File: config.mk
export PLATFORM = sky130hd
export DESIGN_NAME = muldiv_unit_flat
export DESIGN_NICKNAME = d
export VERILOG_FILES = /design/src/rtl/muldiv_unit_if.sv /design/src/rtl/muldiv_unit.sv /design/src/flat_wrapper.sv
export SDC_FILE = /design/constraint.sdc
export NUM_CORES = 1
export LEC_CHECK = 0
export CAP_MARGIN = 20
export CORE_MARGIN = 3
export CORE_UTILIZATION = 30
export CTS_CLUSTER_SIZE = 28
export DETAILED_ROUTE_END_ITERATION = 6
export GPL_ROUTABILITY_DRIVEN = 1
export PLACE_DENSITY = 0.43
export SLEW_MARGIN = 30
export SYNTH_ARGS = -nofsm -noshare
export SYNTH_HDL_FRONTEND = slang
export SYNTH_SLANG_ARGS = --single-unit
File: constraint.sdc
create_clock -name clk -period 12.6 [get_ports clk]
set_input_delay 2.52 -clock clk [delete_from_list [all_inputs] [get_ports clk]]
set_output_delay 2.52 -clock clk [all_outputs]
set_load 0.02 [all_outputs]
File: src/rtl/muldiv_unit_if.sv
// Handshake/operand bundle between execute-stage control and the mul/div unit.
interface muldiv_unit_if #(
  parameter int XLEN = 32
);
  logic            start;
  logic [2:0]      funct3;
  logic [XLEN-1:0] a;
  logic [XLEN-1:0] b;
  logic            busy;
  logic            done;
  logic [XLEN-1:0] result;

  modport master (
    output start, funct3, a, b,
    input  busy, done, result
  );

  modport slave (
    input  start, funct3, a, b,
    output busy, done, result
  );
endinterface

File: src/rtl/muldiv_unit.sv
// Iterative RV32M/RV64M multiply/divide unit with start/busy/done handshake.
// Fixed latency of XLEN/UNROLL + 2 cycles for every operation.
module muldiv_unit #(
  parameter int XLEN   = 32,
  parameter int UNROLL = 1
) (
  input logic         clk,
  input logic         reset,
  muldiv_unit_if.slave bus
);
  localparam int ITER = XLEN / UNROLL;
  localparam int CW   = $clog2(ITER);

  typedef enum logic [1:0] {IDLE, PREP, CALC, DONE} state_t;
  state_t state, state_nxt;

  logic [2:0]        op;
  logic [XLEN-1:0]   a_q, b_q, dvs, result_q;
  logic [2*XLEN-1:0] acc, step;
  logic [CW-1:0]     cnt;
  logic              neg_res, neg_rem, b_zero;

  logic              a_signed, b_signed, sgn_a, sgn_b;
  logic [XLEN-1:0]   abs_a, abs_b;
  logic [XLEN:0]     r_sh, diff, sum;
  logic [2*XLEN-1:0] prod;
  logic [XLEN-1:0]   quo, rem, res_nxt;

  // Operand sign interpretation and magnitudes used when loading the datapath.
  always_comb begin
    a_signed = (op == 3'b001) || (op == 3'b010) || (op == 3'b100) || (op == 3'b110);
    b_signed = (op == 3'b001) || (op == 3'b100) || (op == 3'b110);
    sgn_a    = a_signed & a_q[XLEN-1];
    sgn_b    = b_signed & b_q[XLEN-1];
    abs_a    = sgn_a ? -a_q : a_q;
    abs_b    = sgn_b ? -b_q : b_q;
  end

  // UNROLL iterations per cycle. acc holds {hi, lo}: product halves for multiply,
  // {remainder, dividend/quotient} for restoring divide.
  always_comb begin
    step = acc;
    r_sh = '0;
    diff = '0;
    sum  = '0;
    for (int unsigned i = 0; i < UNROLL; i++) begin
      if (op[2]) begin
        r_sh = {step[2*XLEN-1:XLEN], step[XLEN-1]};
        diff = r_sh - {1'b0, dvs};
        if (!diff[XLEN]) step = {diff[XLEN-1:0], step[XLEN-2:0], 1'b1};
        else             step = {r_sh[XLEN-1:0], step[XLEN-2:0], 1'b0};
      end else begin
        sum  = {1'b0, step[2*XLEN-1:XLEN]} + (step[0] ? {1'b0, dvs} : '0);
        step = {sum, step[XLEN-1:1]};
      end
    end
  end

  // Sign fix-up and result selection applied to the final iteration's value,
  // so the registered result is valid in the DONE cycle itself.
  always_comb begin
    prod = neg_res ? -step : step;
    quo  = b_zero ? '1 : (neg_res ? -step[XLEN-1:0] : step[XLEN-1:0]);
    rem  = b_zero ? a_q : (neg_rem ? -step[2*XLEN-1:XLEN] : step[2*XLEN-1:XLEN]);
    case (op)
      3'b000:                 res_nxt = prod[XLEN-1:0];
      3'b001, 3'b010, 3'b011: res_nxt = prod[2*XLEN-1:XLEN];
      3'b100, 3'b101:         res_nxt = quo;
      default:                res_nxt = rem;
    endcase
  end

  // State register.
  always_ff @(posedge clk) begin
    if (reset) state <= IDLE;
    else       state <= state_nxt;
  end

  // Next-state logic.
  always_comb begin
    state_nxt = state;
    case (state)
      IDLE: if (bus.start) state_nxt = PREP;
      PREP: state_nxt = CALC;
      CALC: if (cnt == '0) state_nxt = DONE;
      DONE: state_nxt = IDLE;
      default: state_nxt = IDLE;
    endcase
  end

  // Datapath registers: capture, load, iterate, register result.
  always_ff @(posedge clk) begin
    if (reset) begin
      op       <= '0;
      a_q      <= '0;
      b_q      <= '0;
      dvs      <= '0;
      acc      <= '0;
      cnt      <= '0;
      neg_res  <= 1'b0;
      neg_rem  <= 1'b0;
      b_zero   <= 1'b0;
      result_q <= '0;
    end else begin
      case (state)
        IDLE: if (bus.start) begin
          op  <= bus.funct3;
          a_q <= bus.a;
          b_q <= bus.b;
        end
        PREP: begin
          acc     <= {{XLEN{1'b0}}, abs_a};
          dvs     <= abs_b;
          cnt     <= CW'(ITER - 1);
          neg_res <= sgn_a ^ sgn_b;
          neg_rem <= sgn_a;
          b_zero  <= (b_q == '0);
        end
        CALC: begin
          acc <= step;
          cnt <= cnt - 1'b1;
          if (cnt == '0) result_q <= res_nxt;
        end
        default: ;
      endcase
    end
  end

  assign bus.busy   = (state != IDLE);
  assign bus.done   = (state == DONE);
  assign bus.result = result_q;
endmodule

File: src/flat_wrapper.sv
// flat-port wrapper written by rule: the top's interface ports become plain ports
module muldiv_unit_flat 
#(
  parameter int XLEN   = 32,
  parameter int UNROLL = 1
)
  (clk, reset, bus_start, bus_funct3, bus_a, bus_b, bus_busy, bus_done, bus_result);
  muldiv_unit_if #(.XLEN(XLEN)) bus_i ();
  input logic clk;
  input logic reset;
  input wire logic [$bits(bus_i.start)-1:0] bus_start;
  input wire logic [$bits(bus_i.funct3)-1:0] bus_funct3;
  input wire logic [$bits(bus_i.a)-1:0] bus_a;
  input wire logic [$bits(bus_i.b)-1:0] bus_b;
  output wire logic [$bits(bus_i.busy)-1:0] bus_busy;
  output wire logic [$bits(bus_i.done)-1:0] bus_done;
  output wire logic [$bits(bus_i.result)-1:0] bus_result;
  assign bus_i.start = bus_start;
  assign bus_i.funct3 = bus_funct3;
  assign bus_i.a = bus_a;
  assign bus_i.b = bus_b;
  assign bus_busy = bus_i.busy;
  assign bus_done = bus_i.done;
  assign bus_result = bus_i.result;
  muldiv_unit #(.XLEN(XLEN), .UNROLL(UNROLL)) u_core (.clk(clk), .reset(reset), .bus(bus_i));
endmodule
Word level (Yosys, flattened, before mapping)
Cells that the tools add are included.

operators by class
  add/subtract/negate cells = 8
  equal/unequal tests = 11
  muxes and demuxes = 16
  bitwise operators = 3
  reduce and logical (&&, ||, !) cells = 16

operators by type and width
  kind                                                                number
  32-bit two-way mux                                                  7
  64-bit two-way mux                                                  3
  32-bit negation                                                     4
  64-bit one-hot mux with 2 select lines                              1
  32-bit one-hot mux with 3 select lines                              1
  64-bit negation                                                     1
  32-bit by 33-bit adder with 33-bit output                           1
  33-bit by 32-bit subtractor with 33-bit output                      1
  32-bit logical NOT                                                  1
  5-bit one-hot mux with 2 select lines                               1
  3-bit == test, second input constant                                3
  2-bit one-hot mux with 4 select lines                               1
  3-bit by 2-bit == test with 1-bit output, second input constant     2
  2-bit AND reduction                                                 3
  5-bit logical NOT                                                   1
  1-bit logical OR                                                    5
  5-bit by 1-bit subtractor with 5-bit output, second input constant  1
  2-bit == test, second input constant                                2
  2-bit two-way mux                                                   2
  2-bit nonzero test                                                  2
  3-bit by 1-bit == test with 1-bit output, second input constant     1
  3-bit logical NOT                                                   1
  3-bit OR reduction                                                  1
  1-bit bitwise AND                                                   2
  other kinds (6)                                                     6

word-level totals
  flip-flop bits (word level) = 205
  bits of input ports = 70
  output and inout port bits = 34
  logic and storage cells = 65

Depth between registers and ports, before layout
  depth after elaboration = 7
  gate-level depth with buffers = 22
  mapped depth without buffers = 22

Least setup slack after synthesis
OpenSTA, ideal clock, no wires.

  path kind = register to register
  from = reg u_core.acc[44]
  to = reg u_core.result_q[26], in the netlist u_core.bus.result[26]
  data arrival time = 4.838 ns
  required time = 12.468 ns
  path slack = 7.630 ns
  stages on the path, launching flop included = 21
  path buffers = 1
  cells stage by stage = dfxtp_1 > ha_1 > buf_4 > a211oi_2 > o21bai_1 > or2_1 > o211a_1 > o31ai_4 > a21oi_1 > a21oi_1 > ha_1 > o21ai_0 > nor4_1 > nand2_1 > or2_2 > o21ai_0 > nand3_1 > o41ai_1 > xnor2_1 > a221oi_1 > nor3_1

on the way
  longest elaborated chain between the ends = 7
  elaborated cells on any way between the ends = 13
  those cells by class = 5 x add/sub; 8 x mux

RTL lines
  what                                                RTL line                              source
  from (decl)                                         muldiv_unit.sv:19                     logic [2*XLEN-1:0] acc, step;
  from (signal assigned)                              muldiv_unit.sv:112                    acc <= {{XLEN{1'b0}}, abs_a};
  from (signal assigned)                              muldiv_unit.sv:120                    acc <= step;
  33-bit by 32-bit subtractor with 33-bit output      muldiv_unit.sv:49                     diff = r_sh - {1'b0, dvs};
  64-bit two-way mux                                  muldiv_unit.sv:50                     if (!diff[XLEN]) step = {diff[XLEN-1:0], step[XLEN-2:0], 1'b1};
  64-bit two-way mux (*)                              muldiv_unit.sv:47                     if (op[2]) begin
  32-bit negation (on tied branches)                  muldiv_unit.sv:64, muldiv_unit.sv:63
  32-bit two-way mux (on tied branches) (2 in a row)  muldiv_unit.sv:64, muldiv_unit.sv:63
  32-bit one-hot mux with 3 select lines (*)          muldiv_unit.sv:65                     case (op)
  to (signal assigned)                                muldiv_unit.sv:122                    if (cnt == '0) result_q <= res_nxt;
  to (decl)                                           muldiv_unit.sv:18                     logic [XLEN-1:0] a_q, b_q, dvs, result_q;

Every way passes the cells marked *; elsewhere a longest branch is shown, timed or not.
A chain may end at the register's enable or synchronous reset.

Worst setup path after layout
  from = reg u_core.dvs[23]
  to = reg u_core.result_q[26], in the netlist u_core.bus.result[26]

on the way
  longest elaborated chain between the ends = 7
  elaborated cells on any way between the ends = 14
  those cells by class = 5 x add/sub; 9 x mux

RTL lines
  what                                                                                  RTL line                              source
  from (decl)                                                                           muldiv_unit.sv:18
  from (signal assigned)                                                                muldiv_unit.sv:113                    dvs <= abs_b;
  33-bit by 32-bit subtractor with 33-bit output or 32-bit two-way mux (tied branches)  muldiv_unit.sv:49, muldiv_unit.sv:53
  64-bit two-way mux or 32-bit by 33-bit adder with 33-bit output (tied branches)       muldiv_unit.sv:50, muldiv_unit.sv:53
  64-bit two-way mux (*)                                                                muldiv_unit.sv:47
  32-bit negation (on tied branches)                                                    muldiv_unit.sv:64, muldiv_unit.sv:63
  32-bit two-way mux (on tied branches) (2 in a row)                                    muldiv_unit.sv:64, muldiv_unit.sv:63
  32-bit one-hot mux with 3 select lines (*)                                            muldiv_unit.sv:65

Marks and branches as above.

==> summary.txt <==
Outcome
  – Status: finished clean

Critical path
  – Critical path type: flip-flop to flip-flop
  – Crit. End Element: flip-flop
  – Slowest cell on crit path: nand4_1
  – Crit path launch type: flip-flop
  – CP arrival: 7.02 ns
  – Crit path cell chain: inv_1 > ha_1 > and2_1 > nand3_1 > nor3_1 > o211ai_1 > nand4_1 > a21oi_1 > buf_4 > a21oi_1 > ha_1 > o21ai_0 > nor4_1 > nand2_1 > or2_2 > o21ai_0 > nand3_1 > o41ai_1 > xnor2_1 > a221oi_1 > nor3_1
  – Crit-path max FO: 14
  – Delay of the slowest cell on the worst path: 0.62 ns
  – Worst Path Required: 13.03 ns

Clocking
  – Clk_lat worst skew: 0.58 ns
  – TritonCTS clock tree: yes
  – CTS Buf Count: 28
  – Clk pin slew, worst setup/hold paths: 0.07 ns
  – Sink Count: 205
  – Post-CTS Setup Bufs: 0
  – Post-CTS Hold Buffers: 0
  – Post_cts resized: 0
  – Buffer depth of the longest clock path: 3
  – CTS root buf: clkbuf_16
  – # H-tree levels: 1

Synth
  – Syn_area_per_cell: a little over 7 um^2
  – Syn Nets: 2534
  – Sequential share of the synthesized area: 0.2396
  – Share of the synthesized area in the top cell type: 0.2396
  – Post-synth top area cell: dfxtp_1
  – Synth top area cells: dfxtp_1 24%, a21oi_1 7.5%, nand2_1 6.7%, nor2_1 5.8%, ha_1 5.5%
  – EDFF count, synth: 0
  – FFs w/ async S/R, synth: 0
  – Netlist Area Pre-Place: 17130 um^2
  – Synth Warn #: 0
  – Most frequent cells after synthesis: 308 x nand2_1, 265 x nor2_1, 257 x a21oi_1, 205 x dfxtp_1, 135 x o21ai_0
  – Count leader, synth: nand2_1
  – Netlist cell types: 89
  – Gate Count Post-Synth: 2387
  – #FFs+latches synth: 205
  – Most common flop cell mapped by yosys: dfxtp_1

Final layout
  – Post-layout util: 0.3540
  – Layout fillers: slightly above 6000
  – Non-Filler Instances: 3168
  – Antenna cells: 0
  – NumNets Final: about 2500
  – Footprint of the multi-input gates: about 12000 um^2
  – Final instance area: around 20000 um^2
  – Share of layout cells above drive strength 1: 0.05909
  – Area Growth Syn to Fin: 15.19%
  – Reg area: 4109 um^2

Detailed routing
  – Avg WL per Cell: 23.43 um
  – Starting DRT DRC Count: 1681
  – WL final: 74220 um
  – Post-DRT Antenna Nets: 0
  – DRC Markers: 0
  – Vias: 17880
  – Via/cell ratio: 5.643
  – Pre-antenna DRT Iters: 6

Placed design
  – Port-buffer cells: 103
  – Dpl ws: ~6.2 ns
  – Routability cong.: 0.9134
  – Dpl cell area: 18740 um^2
  – Post-DP HPWL: about 57000 um
  – Dpl cells: 3116

GRT
  – Vias in the first global route: 16670
  – Gr ovfl total: 0
  – Largest net degree at the start of global routing: 89
  – First-pass GRT wire length: 110300 um
  – Overall global routing resource usage: 0.2395
  – Initial antenna violation count: 0

Power
  – VDD IR max: 0.1757 mV
  – Tot Pwr: 4.218 mW
  – LEAKAGE: 7.425 nW
  – Pwr/cell area: approximately 210 nW/um^2

Timing
  – Fin crit share: 0.5231
  – Worst-margin pin slew: 1.109 ns
  – Setup tns final: 0 ns
  – Final Skew: 0.01918 ns
  – Setup slack after layout: 6.009 ns
  – RSZ-0062 raised after global routing: false
  – Final hold violations: 0
  – Fmax: 151.7 MHz
  – Slew Limit Fails: 0
  – Worst hold margin: roughly 0.47 ns
  – Minimum clock period: 6.591 ns
  – Final setup vio count: 0
  – Worst rel slew slack: 0.2417

Die
  – # rows: 86
  – Initial Util: 0.3073
  – Die Y: between 200 and 250 um
  – Total die area: 60000 um^2
  – Die span in x: between 200 and 250 um
  – Core area: 55740 um^2
  – # IOs: 104

Flow run
  – Maxcap violations: 0

Worst hold path
  – Worst hold-check path type: flip-flop to flip-flop
[state kept, by name (all words and copies together) (netlist names)]
register,flops
u_core.a_q,32
u_core.acc,64
u_core.b_q,32
u_core.b_zero,1
u_core.bus.result,32
u_core.cnt,5
u_core.dvs,32
u_core.neg_rem,1
u_core.neg_res,1
u_core.op,3
u_core.state,2
[where the power goes]
| part | internal (mW) | switching, mW | total, mW |
|---|---|---|---|
| clock network | 0.522 | 0.336 | 0.858 |
| logic | 0.780 | 1.61 | 2.39 |
| registers | 0.785 | 0.185 | 0.969 |
[cells in the final DEF, fill, tap and decap left out, types with 9 or more instances in the layout]
cell type / n
nand2_1: 307
nor2_1: 264
a21oi_1: 257
dfxtp_1: 203
o21ai_0: 134
clkdlybuf4s50_1: 102
xnor2_1: 91
a211oi_1: 86
inv_1: 84
xor2_1: 81
ha_1: 73
nor3_1: 61
mux2i_1: 47
and2_1: 46
nand3_1: 30
buf_4: 30
clkbuf_16: 29
a22oi_1: 27
o31ai_1: 25
a21o_1: 24
o211ai_1: 22
nand4_1: 20
nand2b_1: 19
a31oi_1: 19
nor4_1: 18
a221oi_1: 18
or3_1: 15
a311oi_1: 15
o41ai_1: 14
and3_1: 13
nor2b_1: 12
or4_1: 12
or2_2: 12
o21a_1: 10
nand3b_1: 9
o21ai_1: 9
[cells by family after synthesis]
logic type	after synthesis	synth area share
xor gates and xnor gates	172	0.08795
adders and majority gates	77	0.05712
buffers and inverters	239	0.05559
muxes	56	0.03353
AOI/OAI and AO/OA	760	0.2871
DFF	205	0.2396
and+or+nand+nor	878	0.2391
[cell type report]
class / instances / share of cell area
multi-input cells: 1943 / 0.6136
clock buffers: 40 / 0.04242
flip-flops and latches: 205 / 0.2082
inverters: 85 / 0.01617
clock inverters: 12 / 0.007546
repair buffers: 135 / 0.06455
well taps: 748 / 0.04743
[worst max-delay path, delay by kind of cell (launching register included)]
family | cells | cell delay (ns)
flops | 1 | 0.49
simple gates | 9 | 2.96
xor+xnor | 1 | 0.13
fa+ha+maj | 2 | 0.56
compound gates | 7 | 1.99
buf+inv | 2 | 0.31
[layer usage]
layer / track usage / share of wire / up-vias
met1: 0.3524 / 0.48 / 8539
met3: 0.04206 / 0.072 / 109
met2: 0.3505 / 0.42 / 582
met5: 0 / 0 / -
met4: 0.07885 / 0.035 / 0
li1: - / - / 8647
[path summary, 6_finish.rpt]
check | start | to | slack, ns | cells after the start
max | u_core.dvs[23]$_SDFFE_PP0N_ | u_core.bus.result[26]$_SDFFE_PP0P_ | 6.01 | 21
min | u_core.bus.result[0]$_SDFFE_PP0P_ | u_core.bus.result[0]$_SDFFE_PP0P_ | 0.47 | 2
max reg2reg | u_core.dvs[23]$_SDFFE_PP0N_ | u_core.bus.result[26]$_SDFFE_PP0P_ | 6.01 | 21
min reg2reg | u_core.bus.result[0]$_SDFFE_PP0P_ | u_core.bus.result[0]$_SDFFE_PP0P_ | 0.47 | 2
(Power assumes the default switching activity.)
